**src/rtl/fp_mult_seq.sv**
```systemverilog
// Multi-cycle floating-point multiplier with parametric exponent/fraction widths.
// Shift-add significand datapath, round-to-nearest-even, special values and exception flags.
module fp_mult_seq #(
    parameter int unsigned EXP_W = 8,
    parameter int unsigned MAN_W = 23
) (
    input  logic                   CLK,
    input  logic                   RST,
    input  logic                   start,
    input  logic [EXP_W+MAN_W:0]   a,
    input  logic [EXP_W+MAN_W:0]   b,
    output logic                   busy,
    output logic                   done,
    output logic [EXP_W+MAN_W:0]   c,
    output logic [3:0]             flags
);
    localparam int unsigned W  = 1 + EXP_W + MAN_W;
    localparam int unsigned SW = MAN_W + 1;
    localparam int unsigned PW = 2 * SW;
    localparam int unsigned XW = EXP_W + 2;
    localparam int unsigned CW = $clog2(MAN_W + 2);
    localparam logic signed [XW-1:0] Bias   = XW'((1 << (EXP_W - 1)) - 1);
    localparam logic signed [XW-1:0] ExpMax = XW'((1 << EXP_W) - 1);

    typedef enum logic [2:0] {StIdle, StUnpack, StMult, StNorm, StRound} state_e;
    typedef enum logic [1:0] {SpNone, SpNan, SpInf, SpZero} spec_e;

    state_e                state_q, state_d;
    spec_e                 spec_q, spec_d;
    logic [W-1:0]          a_q, a_d, b_q, b_d;
    logic                  sign_q, sign_d;
    logic signed [XW-1:0]  exp_q, exp_d;
    logic [SW-1:0]         ma_q, ma_d;
    logic [PW-1:0]         prod_q, prod_d;
    logic [CW-1:0]         cnt_q, cnt_d;
    logic [SW-1:0]         man_q, man_d;
    logic                  guard_q, guard_d, sticky_q, sticky_d;
    logic [W-1:0]          c_q, c_d;
    logic [3:0]            flags_q, flags_d;
    logic                  done_q, done_d;

    logic [EXP_W-1:0]      ea, eb;
    logic [MAN_W-1:0]      fa, fb;
    logic                  a_zero, b_zero, a_inf, b_inf, a_nan, b_nan;
    logic [SW:0]           acc;
    logic                  inc;
    logic [SW:0]           rnd;
    logic [MAN_W-1:0]      frac;
    logic signed [XW-1:0]  fe;

    always_ff @(posedge CLK) begin
        if (RST) state_q <= StIdle;
        else     state_q <= state_d;
    end

    always_comb begin
        state_d = state_q;
        unique case (state_q)
            StIdle:   if (start) state_d = StUnpack;
            StUnpack: state_d = StMult;
            StMult:   if (cnt_q == CW'(MAN_W)) state_d = StNorm;
            StNorm:   state_d = StRound;
            StRound:  state_d = StIdle;
            default:  state_d = StIdle;
        endcase
    end

    always_comb begin
        busy  = (state_q != StIdle);
        done  = done_q;
        c     = c_q;
        flags = flags_q;
    end

    // Operand classification; subnormals (exp=0) count as zero.
    always_comb begin
        ea     = a_q[W-2 -: EXP_W];
        eb     = b_q[W-2 -: EXP_W];
        fa     = a_q[MAN_W-1:0];
        fb     = b_q[MAN_W-1:0];
        a_zero = (ea == '0);
        b_zero = (eb == '0);
        a_nan  = (&ea) && (|fa);
        b_nan  = (&eb) && (|fb);
        a_inf  = (&ea) && !(|fa);
        b_inf  = (&eb) && !(|fb);
    end

    // Accumulate the high half and shift the product right: multiplier bits leave LSB first.
    assign acc = {1'b0, prod_q[PW-1:SW]} + (prod_q[0] ? {1'b0, ma_q} : '0);

    always_comb begin
        inc  = guard_q & (sticky_q | man_q[0]);
        rnd  = {1'b0, man_q} + {{SW{1'b0}}, inc};
        frac = rnd[SW] ? rnd[MAN_W:1] : rnd[MAN_W-1:0];
        fe   = rnd[SW] ? exp_q + XW'(1) : exp_q;
    end

    always_comb begin
        a_d      = a_q;
        b_d      = b_q;
        spec_d   = spec_q;
        sign_d   = sign_q;
        exp_d    = exp_q;
        ma_d     = ma_q;
        prod_d   = prod_q;
        cnt_d    = cnt_q;
        man_d    = man_q;
        guard_d  = guard_q;
        sticky_d = sticky_q;
        c_d      = c_q;
        flags_d  = flags_q;
        done_d   = 1'b0;
        unique case (state_q)
            StIdle: begin
                if (start) begin
                    a_d = a;
                    b_d = b;
                end
            end
            StUnpack: begin
                sign_d = a_q[W-1] ^ b_q[W-1];
                exp_d  = $signed({2'b00, ea}) + $signed({2'b00, eb}) - Bias;
                ma_d   = {1'b1, fa};
                prod_d = {{SW{1'b0}}, 1'b1, fb};
                cnt_d  = '0;
                if (a_nan || b_nan || (a_inf && b_zero) || (b_inf && a_zero)) spec_d = SpNan;
                else if (a_inf || b_inf)                                      spec_d = SpInf;
                else if (a_zero || b_zero)                                    spec_d = SpZero;
                else                                                          spec_d = SpNone;
            end
            StMult: begin
                prod_d = {acc, prod_q[SW-1:1]};
                cnt_d  = cnt_q + CW'(1);
            end
            StNorm: begin
                if (prod_q[PW-1]) begin
                    man_d    = prod_q[PW-1:SW];
                    guard_d  = prod_q[SW-1];
                    sticky_d = |prod_q[SW-2:0];
                    exp_d    = exp_q + XW'(1);
                end else begin
                    man_d    = prod_q[PW-2:SW-1];
                    guard_d  = prod_q[SW-2];
                    sticky_d = |prod_q[SW-3:0];
                end
            end
            StRound: begin
                done_d = 1'b1;
                unique case (spec_q)
                    SpNan: begin
                        c_d     = {1'b0, {EXP_W{1'b1}}, 1'b1, {(MAN_W-1){1'b0}}};
                        flags_d = 4'b1000;
                    end
                    SpInf: begin
                        c_d     = {sign_q, {EXP_W{1'b1}}, {MAN_W{1'b0}}};
                        flags_d = 4'b0000;
                    end
                    SpZero: begin
                        c_d     = {sign_q, {(W-1){1'b0}}};
                        flags_d = 4'b0000;
                    end
                    default: begin
                        if (fe >= ExpMax) begin
                            c_d     = {sign_q, {EXP_W{1'b1}}, {MAN_W{1'b0}}};
                            flags_d = 4'b0101;
                        end else if (fe[XW-1] || (fe == '0)) begin
                            c_d     = {sign_q, {(W-1){1'b0}}};
                            flags_d = 4'b0011;
                        end else begin
                            c_d     = {sign_q, fe[EXP_W-1:0], frac};
                            flags_d = {3'b000, guard_q | sticky_q};
                        end
                    end
                endcase
            end
            default: ;
        endcase
    end

    always_ff @(posedge CLK) begin
        if (RST) begin
            a_q      <= '0;
            b_q      <= '0;
            spec_q   <= SpNone;
            sign_q   <= 1'b0;
            exp_q    <= '0;
            ma_q     <= '0;
            prod_q   <= '0;
            cnt_q    <= '0;
            man_q    <= '0;
            guard_q  <= 1'b0;
            sticky_q <= 1'b0;
            c_q      <= '0;
            flags_q  <= '0;
            done_q   <= 1'b0;
        end else begin
            a_q      <= a_d;
            b_q      <= b_d;
            spec_q   <= spec_d;
            sign_q   <= sign_d;
            exp_q    <= exp_d;
            ma_q     <= ma_d;
            prod_q   <= prod_d;
            cnt_q    <= cnt_d;
            man_q    <= man_d;
            guard_q  <= guard_d;
            sticky_q <= sticky_d;
            c_q      <= c_d;
            flags_q  <= flags_d;
            done_q   <= done_d;
        end
    end

endmodule

```
**config.mk**
```make
export PLATFORM = sky130hd
export DESIGN_NAME = fp_mult_seq
export DESIGN_NICKNAME = d
export VERILOG_FILES = /design/src/rtl/fp_mult_seq.sv
export SDC_FILE = /design/constraint.sdc
export NUM_CORES = 1
export LEC_CHECK = 0
export ABC_AREA = 1
export CAP_MARGIN = 15
export CORE_MARGIN = 1.5
export CORE_UTILIZATION = 50
export CTS_BUF_LIST = sky130_fd_sc_hd__clkbuf_8
export CTS_CLUSTER_DIAMETER = 60
export DETAILED_ROUTE_END_ITERATION = 8
export PLACE_DENSITY = 0.71
export SLEW_MARGIN = 20
export SYNTH_ARGS = -nofsm -noshare
export SYNTH_HDL_FRONTEND = slang
export SYNTH_SLANG_ARGS = --single-unit
```
**constraint.sdc**
```tcl
create_clock -name CLK -period 2.6 [get_ports CLK]
set_input_delay 0.52 -clock CLK [delete_from_list [all_inputs] [get_ports CLK]]
set_output_delay 0.52 -clock CLK [all_outputs]
set_load 0.02 [all_outputs]
```
After elaboration in Yosys (flattened, before gate mapping)
Cells that the tools add are included.
- word-level logic and storage cells: 91
- output and inout port bits: 38
- register bits: 220
- input bits: 67
- bitwise gates (word level): 4
- reductions and logical operators: 31
- equal/unequal tests: 11
- add/sub/neg operators: 6
- multiplexer cells: 23
- $lt $le $gt $ge: 1
- operators with widths (cell ; number):
    case mux 32 bit (3 select lines) ; 1
    case mux 48 bit (2 select lines) ; 1
    OR reduction 23 bit ; 3
    2-to-1 mux 31 bit ; 2
    2-to-1 mux 24 bit ; 2
    adder 24 x 1 -> 25 bit ; 1
    adder 24 x 24 -> 25 bit ; 1
    2-to-1 mux 23 bit ; 1
    OR reduction 22 bit ; 1
    2-to-1 mux 10 bit ; 2
    case mux 10 bit (2 select lines) ; 1
    zero test 8 bit ; 2
    AND reduction 8 bit ; 2
    case mux 3 bit (4 select lines) ; 1
    adder 10 x 2 -> 10 bit, second input constant ; 1
    greater-or-equal comparator 10 x 9 -> 1 bit, second input constant ; 1
    zero test 10 bit ; 1
    case mux 5 bit (2 select lines) ; 1
    subtractor 9 x 7 -> 10 bit, second input constant ; 1
    adder 8 x 8 -> 9 bit ; 1
    2-to-1 mux 3 bit ; 3
    2-to-1 mux 2 bit ; 4
    case mux 4 bit (2 select lines) ; 1
    equality test 3 x 2 -> 1 bit, second input constant ; 2
    19 further kinds ; 39

Logic depth before layout (Yosys ltp)
Gate-level depths: netlist of run 1.
- depth after elaboration: 9
- gate-level depth with buffers: 20
- mapped depth without buffers: 19

Least setup slack after synthesis of run 1
OpenSTA, ideal clock, no wires.
- path type: reg-to-reg
- start: register sticky_q
- end: register c_q[5] (netlist: c[5])
- arrival time: 2.242 ns
- stages on the path, launching flop included: 19
- required time: 2.468 ns
- slack: 0.226 ns
- library setup time: 0.132 ns
- period minus slack after synthesis: 2.374 ns
- buffers on the path: 2
- cell sequence: dfxtp_1 -> o21a_1 -> ha_1 -> ha_1 -> nand2_1 -> nor2_2 -> nand2_2 -> inv_2 -> buf_2 -> nand3_1 -> nand2_1 -> nand2_1 -> nor2_1 -> inv_1 -> nor2_2 -> nor2_4 -> buf_6 -> nand3b_1 -> a21oi_1
- cells in the longest elaborated chain, start to end: 9
- elaborated cells between the ends (all ways): 11
- classes of those cells: add/sub (1); order compare (1); mux (5); bitwise (2); reduce/logical (2)
- ends and longest elaborated chain (what ; RTL line ; source):
    start: declaration ; 37 ; logic guard_q, guard_d, sticky_q, sticky_d;
    start signal: assignment ; 208 ; sticky_q <= sticky_d;
    bitwise OR 1 bit * ; 93 ; inc = guard_q & (sticky_q | man_q[0]);
    AND 1 bit * ; 93 ;
    adder 24 x 1 -> 25 bit * ; 94 ; rnd = {1'b0, man_q} + {{SW{1'b0}}, inc};
    parallel branches: the longest is 4 deep, another holds greater-or-equal comparator 10 x 9 -> 1 bit ; - ;
    2-to-1 mux 31 bit * ; 164 ; if (fe >= ExpMax) begin
    case mux 32 bit (3 select lines) * ; 150 ; unique case (spec_q)
    end signal: assignment ; 194 ; c_q <= '0;
    end signal: assignment ; 209 ; c_q <= c_d;
    end: declaration ; 38 ; logic [W-1:0] c_q, c_d;
Mark *: on every way between the ends.
A chain may end at the register's enable or synchronous reset.

Final worst setup path of run 1
- start: register state_q[2]
- end: output port busy
- cells in the longest elaborated chain, start to end: 1
- ends and longest elaborated chain (what ; RTL line ; source):
    start: declaration ; 28 ; state_e state_q, state_d;
    start signal: assignment ; 52 ; if (RST) state_q <= StIdle;
    start signal: assignment ; 53 ; else state_q <= state_d;
    nonzero test 3 bit ; 69 ; busy = (state_q != StIdle);
    end: declaration ; 12 ; output logic busy,
No other way between the ends.

==> results by group, run 1 <==
Status
  – Result of the run: finished clean

Placement
  – Post-placement cell count: 2064
  – DPL Wire Length: 23.83 mm
  – Port Buffer Count: 104
  – Global placement routability congestion: 0.9406
  – DP Area: 13210 um^2

Power
  – Power density over the cells: 639.9 nW/um^2
  – Overall power: 0.009065 W
  – Standby leakage power: 5.906 nW
  – Worst ir drop on vdd: 657.1 uV

Worst hold path
  – Number of cells on the worst hold path: 2
  – Terminating pin of the worst hold path: c[2]$_SDFFE_PP0P_
  – Worst min-delay path category: input pin to flip-flop
  – Origin of the worst min-delay path: RST

Final layout
  – P&R area growth vs syn: 21.54%
  – Antenna diode instance count: 0
  – Post-route insts no fill: 2139
  – Most common cell after layout, fill and taps aside: sky130_fd_sc_hd__nand2_1
  – Layout net count: 1912
  – Final standard cell utilization of the core: 0.6220
  – Layout cells sized above 1: 0.09255
  – Fill cell count: 2157
  – Cell area after layout: 14170 um^2
  – Commonest cells after routing, fill and taps aside: 323 x sky130_fd_sc_hd__nand2_1, 234 x sky130_fd_sc_hd__a21oi_1, 217 x sky130_fd_sc_hd__dfxtp_1

Critical path
  – Worst path required time: 2.08 ns
  – Terminus of the critical flop-to-flop path: prod_q[37]$_SDFFE_PP0N_
  – Kind of end point of the critical path: output port
  – Critical path's largest stage delay: 0.63 ns
  – R2R Setup Slk: 0.14 ns
  – Buffering stage count on the worst path with inverters included: 1
  – Master of the slowest instance on the critical path: sky130_fd_sc_hd__clkdlybuf4s50_1
  – Worst path top cell family by delay: buffers and inverters
  – Critical path arrival: 1.96 ns
  – Worst Path Max Fanout: 4
  – Cell depth of the worst flop-to-flop path: 12
  – Crit path launch type: flip-flop
  – Worst Setup Path Type: flip-flop to output port
  – Launch point of the worst path: state_q[2]$_SDFFE_PP0P_
  – Cell Chain, Critical Path: nor2_1 > nand2_1 > clkdlybuf4s50_1
  – Reg2reg start: prod_q[0]$_SDFFE_PP0N_

Clocking
  – Number of clock sinks seen by CTS: 220
  – Cts-stage hold buffer count: 0
  – Clock transition time at the flip-flop clock pins of the worst setup and hold paths: 0.06 ns
  – Number of buffers created by CTS: 39
  – Clock insertion delay at the later pin of the skew report: 0.55 ns
  – Maximum level of the CTS H-tree: 2
  – Bufs on Longest Clock Path: 3
  – Clock tree from TritonCTS: done
  – CTS Root Cell: sky130_fd_sc_hd__clkbuf_8

Drt
  – Total wire length after detailed routing: 32.28 mm
  – Per-cell routed wire length: 15.09 um
  – ANT nets after route: 0
  – Number of violations reported at the end of detailed-routing iteration 0: 656
  – Number of detailed-routing iterations run before antenna repair: 5
  – DRC errors left: 0
  – Overall via count from detail_route: 11440
  – Vias per inst: 5.349

STA
  – Final-report hold violation count: 0
  – Relative slew margins: 0.6172
  – Max-slew violation count: 0
  – Final number of setup-violating endpoints: 0
  – Clk_skew: 0.02068 ns
  – Highest achievable clock rate: 403.9 MHz
  – Post-route fraction of the period consumed by the critical path: 0.9522
  – Final critical delay including setup and external delays: 2.476 ns
  – Worst Max-Slew Pin Slew: 0.5689 ns

Global route
  – Number of antenna violations at the first check in global routing: 0
  – Residual overflow from global routing: 0
  – Number of global-route vias before repair: 10640
  – Pin count of the biggest net entering global routing: 128
  – Wire length of the first global-routing pass: 52.52 mm
  – Global routing usage summed across all routing layers: 0.2660

Synth
  – YS warnings: 0
  – Synthesized instance count: 1679
  – Netlist cell types: 52
  – Avg Inst Size Synth: 6.942 um^2
  – Synth Net Count: 1795
  – Adder and majority gate portion of the synthesized area: 0.05389
  – Prevailing post-synth register cell: sky130_fd_sc_hd__dfxtp_1
  – Flops & latches, synth: 220
  – Xor and xnor fraction of the mapped netlist area: 0.01428
  – Netlist area before placement: 11660 um^2
  – Mux contribution to synthesized area: 0
  – Post-synthesis simple-gate area fraction: 0.2307
  – EDFF count, synth: 0
  – Largest family of logic cells by synthesized area: simple AND/OR/NAND/NOR gates
  – Compound-gate portion of the synthesized area: 0.2264
  – Register area share after synthesis: 0.3778
  – FFs w/ async S/R, synth: 0

Floorplanning
  – Num ports: 105
  – Height of the die: 155.7 um
  – Number of rows in the core area: 55
  – Area of the die: 24240 um^2
  – Core area: 22780 um^2
  – Width of the die: 155.7 um
  – Initial standard-cell utilization of the core: 0.5117

Flow run
  – Max-cap violations: 0
## cells by family (layout without fill, tap and decap cells)
kind of cell / count (synthesis) / after routing
AO/OA/AOI/OAI: 492 / 492
XOR/XNOR: 19 / 19
adder cells (fa/ha/maj): 49 / 49
buffers and inverters: 289 / 436
flip-flops: 220 / 220
AND/OR/NAND/NOR: 610 / 610
## metrics by stage
stage | setup slack, ns | setup TNS [ns] | hold WS [ns]
2_1_floorplan | 0.2259 | 0 | 0.4280
3_3_place_gp | 0.1121 | 0 | 0.4407
6_report | 0.1242 | 0 | 0.3471
3_5_place_dp | 0.02667 | 0 | 0.4556
5_1_grt | -0.02654 | -0.04587 | 0.3498
4_1_cts | 0.02270 | 0 | 0.3228
## worst max-delay path by stage
| stage | end | slack (ns) | cells after the start |
|---|---|---|---|
| 6_report | busy | 0.12 | 3 |
| 5_1_grt | c[8]$_SDFFE_PP0P_ | -0.03 | 16 |
| 4_1_cts | c[7]$_SDFFE_PP0P_ | 0.02 | 17 |
| 3_5_place_dp | c[18]$_SDFFE_PP0P_ | 0.03 | 17 |
| 3_3_place_gp | c[16]$_SDFFE_PP0P_ | 0.11 | 17 |
| 2_1_floorplan | c[5]$_SDFFE_PP0P_ | 0.23 | 18 |
## synth_stat cells (3+ instances only)
library cell               count  share of area
sky130_fd_sc_hd__nand2_1     333           0.11
sky130_fd_sc_hd__a21oi_1     235           0.10
sky130_fd_sc_hd__dfxtp_1     220           0.38
sky130_fd_sc_hd__inv_1       200          0.064
sky130_fd_sc_hd__o21ai_0     170          0.073
sky130_fd_sc_hd__nor2_1      104          0.033
sky130_fd_sc_hd__nand3_1      74          0.032
sky130_fd_sc_hd__clkbuf_1     67          0.022
sky130_fd_sc_hd__ha_1         47          0.050
sky130_fd_sc_hd__nand4_1      33          0.018
sky130_fd_sc_hd__a31oi_1      27          0.014
sky130_fd_sc_hd__o22ai_1      19          0.010
sky130_fd_sc_hd__nor3_1       15         0.0064
sky130_fd_sc_hd__xor2_1       14          0.011
sky130_fd_sc_hd__nor4_1       12         0.0064
sky130_fd_sc_hd__nand3b_1      8         0.0052
sky130_fd_sc_hd__a211oi_1      7         0.0045
sky130_fd_sc_hd__buf_1         6         0.0019
sky130_fd_sc_hd__o211ai_1      6         0.0039
sky130_fd_sc_hd__o21bai_1      6         0.0039
sky130_fd_sc_hd__or2_2         6         0.0032
sky130_fd_sc_hd__a221oi_1      5         0.0038
sky130_fd_sc_hd__buf_2         5         0.0021
sky130_fd_sc_hd__buf_6         5         0.0048
sky130_fd_sc_hd__nand2_2       5         0.0027
sky130_fd_sc_hd__nor2_2        5         0.0027
sky130_fd_sc_hd__o21a_1        5         0.0032
sky130_fd_sc_hd__xnor2_1       5         0.0038
sky130_fd_sc_hd__inv_2         4         0.0013
sky130_fd_sc_hd__nand3_2       3         0.0026
## sequential cells by signal, summed over array words and instances, names as in the netlist, 2 cells and up
register / cells
a_q: 32
b_q: 32
c: 32
cnt_q: 5
exp_q: 10
flags: 4
ma_q: 24
man_q: 24
prod_q: 48
spec_q: 2
state_q: 3
## report_power, final
part / switching [W] / internal [W] / total (W)
Combinational: 0.00123 / 0.000704 / 0.00193
Sequential: 0.000230 / 0.00370 / 0.00393
Clock: 0.00145 / 0.00174 / 0.00320
## what timing repair did
| item | in CTS | in global routing |
|---|---|---|
| gates resized for setup | 0 | 42 |
| setup buffers | 0 | 4 |
| endpoints found under the setup margin | 0 | 38 |
| endpoints found under the hold margin | 0 | 0 |
## per-layer routing
layer,up-vias,part of all wire,track usage
li1,5888,-,-
met1,5204,0.45,0.3463
met2,295,0.48,0.4556
met3,54,0.049,0.03667
met4,0,0.023,0.08481
met5,-,0,0
## layout make-up
type                    instances  area (um^2)  share of cell area
flip-flops and latches        220         4408              0.3111
inverters                     206        783.3             0.05529
well taps                     313        391.6             0.02764
clock inverters                24        136.4            0.009626
multi-input cells            1170         6274              0.4428
clock buffers                  47        646.9             0.04566
repair buffers                159         1528              0.1078
(Power assumes the default switching activity.)
==> run 2, diff against run 1 <==
- CORE_MARGIN: 1.5 -> 8
==> results by group, run 2 (synthesis gave the netlist of run 1 again) <==
Worst hold path
  – Worst min-delay path category: input pin to flip-flop
  – Terminating pin of the worst hold path: flags[0]$_SDFFE_PP0P_
  – Origin of the worst min-delay path: RST
  – Number of cells on the worst hold path: 4

Final layout
  – Layout cells sized above 1: 0.1094
  – Antenna diode instance count: 0
  – Fill cell count: 2144
  – Commonest cells after routing, fill and taps aside: 322 x sky130_fd_sc_hd__nand2_1, 233 x sky130_fd_sc_hd__a21oi_1, 216 x sky130_fd_sc_hd__dfxtp_1
  – Most common cell after layout, fill and taps aside: sky130_fd_sc_hd__nand2_1
  – Flip-flop count of the largest register after layout: 48
  – Final standard cell utilization of the core: 0.6194
  – Post-route insts no fill: 2147
  – Register with the most flip-flops: prod_q
  – Layout net count: 1916
  – P&R area growth vs syn: 23.25%

Drt
  – Total wire length after detailed routing: 33.49 mm
  – Number of violations reported at the end of detailed-routing iteration 0: 762
  – Overall via count from detail_route: 11560
  – DRC errors left: 0
  – Vias per inst: 5.384
  – Number of detailed-routing iterations run before antenna repair: 5
  – ANT nets after route: 0
  – Per-cell routed wire length: 15.60 um

Clocking
  – CTS Root Cell: sky130_fd_sc_hd__clkbuf_8
  – Clock transition time at the flip-flop clock pins of the worst setup and hold paths: 0.06 ns
  – Bufs on Longest Clock Path: 3
  – Number of clock sinks seen by CTS: 220
  – Clock insertion delay at the later pin of the skew report: 0.54 ns
  – Number of buffers created by CTS: 38
  – Maximum level of the CTS H-tree: 2
  – Clock tree from TritonCTS: done

Floorplanning
  – Initial standard-cell utilization of the core: 0.5026
  – Number of rows in the core area: 56
  – Area of the die: 28450 um^2
  – Core area: 23190 um^2
  – Width of the die: 168.7 um
  – Height of the die: 168.7 um
  – Num ports: 105

STA
  – Relative slew margins: 0.5442
  – Highest achievable clock rate: 396.4 MHz
  – Max-slew violation count: 0
  – Final number of setup-violating endpoints: 0
  – Post-route fraction of the period consumed by the critical path: 0.9702
  – Final-report hold violation count: 0
  – Clk_skew: 0.01545 ns
  – Final critical delay including setup and external delays: 2.523 ns
  – Post-Route Setup TNS: 0 ns
  – RSZ-0062 raised after global routing: true
  – Worst Max-Slew Pin Slew: 0.6822 ns

Critical path
  – Reg2reg start: exp_q[1]$_SDFFE_PP0P_
  – Critical path arrival: 2.93 ns
  – Terminus of the critical flop-to-flop path: c[20]$_SDFFE_PP0P_
  – R2R Setup Slk: 0.08 ns
  – Worst path required time: 3.01 ns
  – Cell depth of the worst flop-to-flop path: 12
  – Worst Setup Path Type: flip-flop to flip-flop
  – Crit path launch type: flip-flop
  – Kind of end point of the critical path: flip-flop
  – Worst Path Max Fanout: 5

Flow run
  – Max-cap violations: 0

Global route
  – Number of global-route vias before repair: 11020
  – Wire length of the first global-routing pass: 54.75 mm
  – Number of antenna violations at the first check in global routing: 0
  – Global routing usage summed across all routing layers: 0.2284
  – Residual overflow from global routing: 0
  – Pin count of the biggest net entering global routing: 115

Placement
  – Port Buffer Count: 104
  – Post-placement cell count: 2060
  – Global placement routability congestion: 0.9504
  – DPL Wire Length: 24.14 mm

Status
  – Result of the run: finished clean

Power
  – Worst ir drop on vdd: 465.3 uV
  – Standby leakage power: 5.964 nW
  – Power density over the cells: 644.9 nW/um^2
-- run 2: how the worst max path moves through the flow --
stage	startpoint	endpoint	slack, ns	cells after the start
3_5_place_dp	sticky_q$_SDFFE_PP0P_	c[14]$_SDFFE_PP0P_	-0.03	16
4_1_cts	sticky_q$_SDFFE_PP0P_	c[20]$_SDFFE_PP0P_	0.005	17
2_1_floorplan	sticky_q$_SDFFE_PP0P_	c[5]$_SDFFE_PP0P_	0.23	18
5_1_grt	man_q[0]$_SDFFE_PP0P_	c[20]$_SDFFE_PP0P_	-0.09	16
6_report	exp_q[1]$_SDFFE_PP0P_	c[20]$_SDFFE_PP0P_	0.08	12
3_3_place_gp	sticky_q$_SDFFE_PP0P_	c[20]$_SDFFE_PP0P_	0.08	17
-- run 2: worst max-delay path, cell delays in order, from the launching register on --
cell and delay [ns]:
sky130_fd_sc_hd__dfxtp_1 0.44, sky130_fd_sc_hd__nand3_1 0.20, sky130_fd_sc_hd__inv_1 0.15, sky130_fd_sc_hd__nand2_1 0.08, sky130_fd_sc_hd__nor3_1 0.17, sky130_fd_sc_hd__xor2_1 0.35, sky130_fd_sc_hd__nand2_1 0.19, sky130_fd_sc_hd__nand2_4 0.15
sky130_fd_sc_hd__clkinvlp_4 0.24, sky130_fd_sc_hd__nand3_1 0.22, sky130_fd_sc_hd__nor2_4 0.05, sky130_fd_sc_hd__nor2_2 0.09, sky130_fd_sc_hd__nor2_1 0.04
-- run 2: metrics by stage --
stage          instance area, um^2  setup WS, ns  total power (W)  hold WS [ns]
6_report                     14370       0.07747         0.009265        0.4165
5_1_grt                      14370      -0.09493         0.009769        0.4232
4_1_cts                      13930      0.004587         0.009128        0.4049
3_5_place_dp                 13110      -0.03157         0.005799        0.4570
3_3_place_gp                 13110       0.08129         0.005762        0.4436
2_1_floorplan                11660        0.2259         0.005238        0.4280
-- run 2: what timing repair did --
item | 4_1_cts | 5_1_grt
endpoints found under the setup margin | 9 | 50
resized for setup | 2 | 82
endpoints found under the hold margin | 0 | 0
buffers inserted | 0 | 14
gates cloned | 1 | 4
pin swaps | 1 | 20
hold buffers | 0 | 0
-- run 2: area by class of cell --
cell class	instances	area, um^2	area share
well taps	319	399.1	0.02778
inverters	206	789.5	0.05496
multi-input cells	1174	6421	0.4470
clock inverters	21	158.9	0.01106
clock buffers	47	646.9	0.04503
repair buffers	160	1541	0.1073
flip-flops and latches	220	4409	0.3069
-- run 2: power by group --
group	switching (W)	internal, W
clock	0.00146	0.00185
sequential	0.000244	0.00370
combinational	0.00130	0.000715
-- run 2: routing by layer --
layer,global-route usage,vias to the layer above,part of all wire
li1,-,5897,-
met1,0.2834,5210,0.43
met2,0.3857,363,0.47
met3,0.04775,89,0.064
met4,0.08191,0,0.032
met5,0,-,0
==> run 3, diff against run 2 <==
- SLEW_MARGIN: 20 -> not set
==> results of run 3 <==
No change in the layout: final DEF, timing and power equal those of run 2.
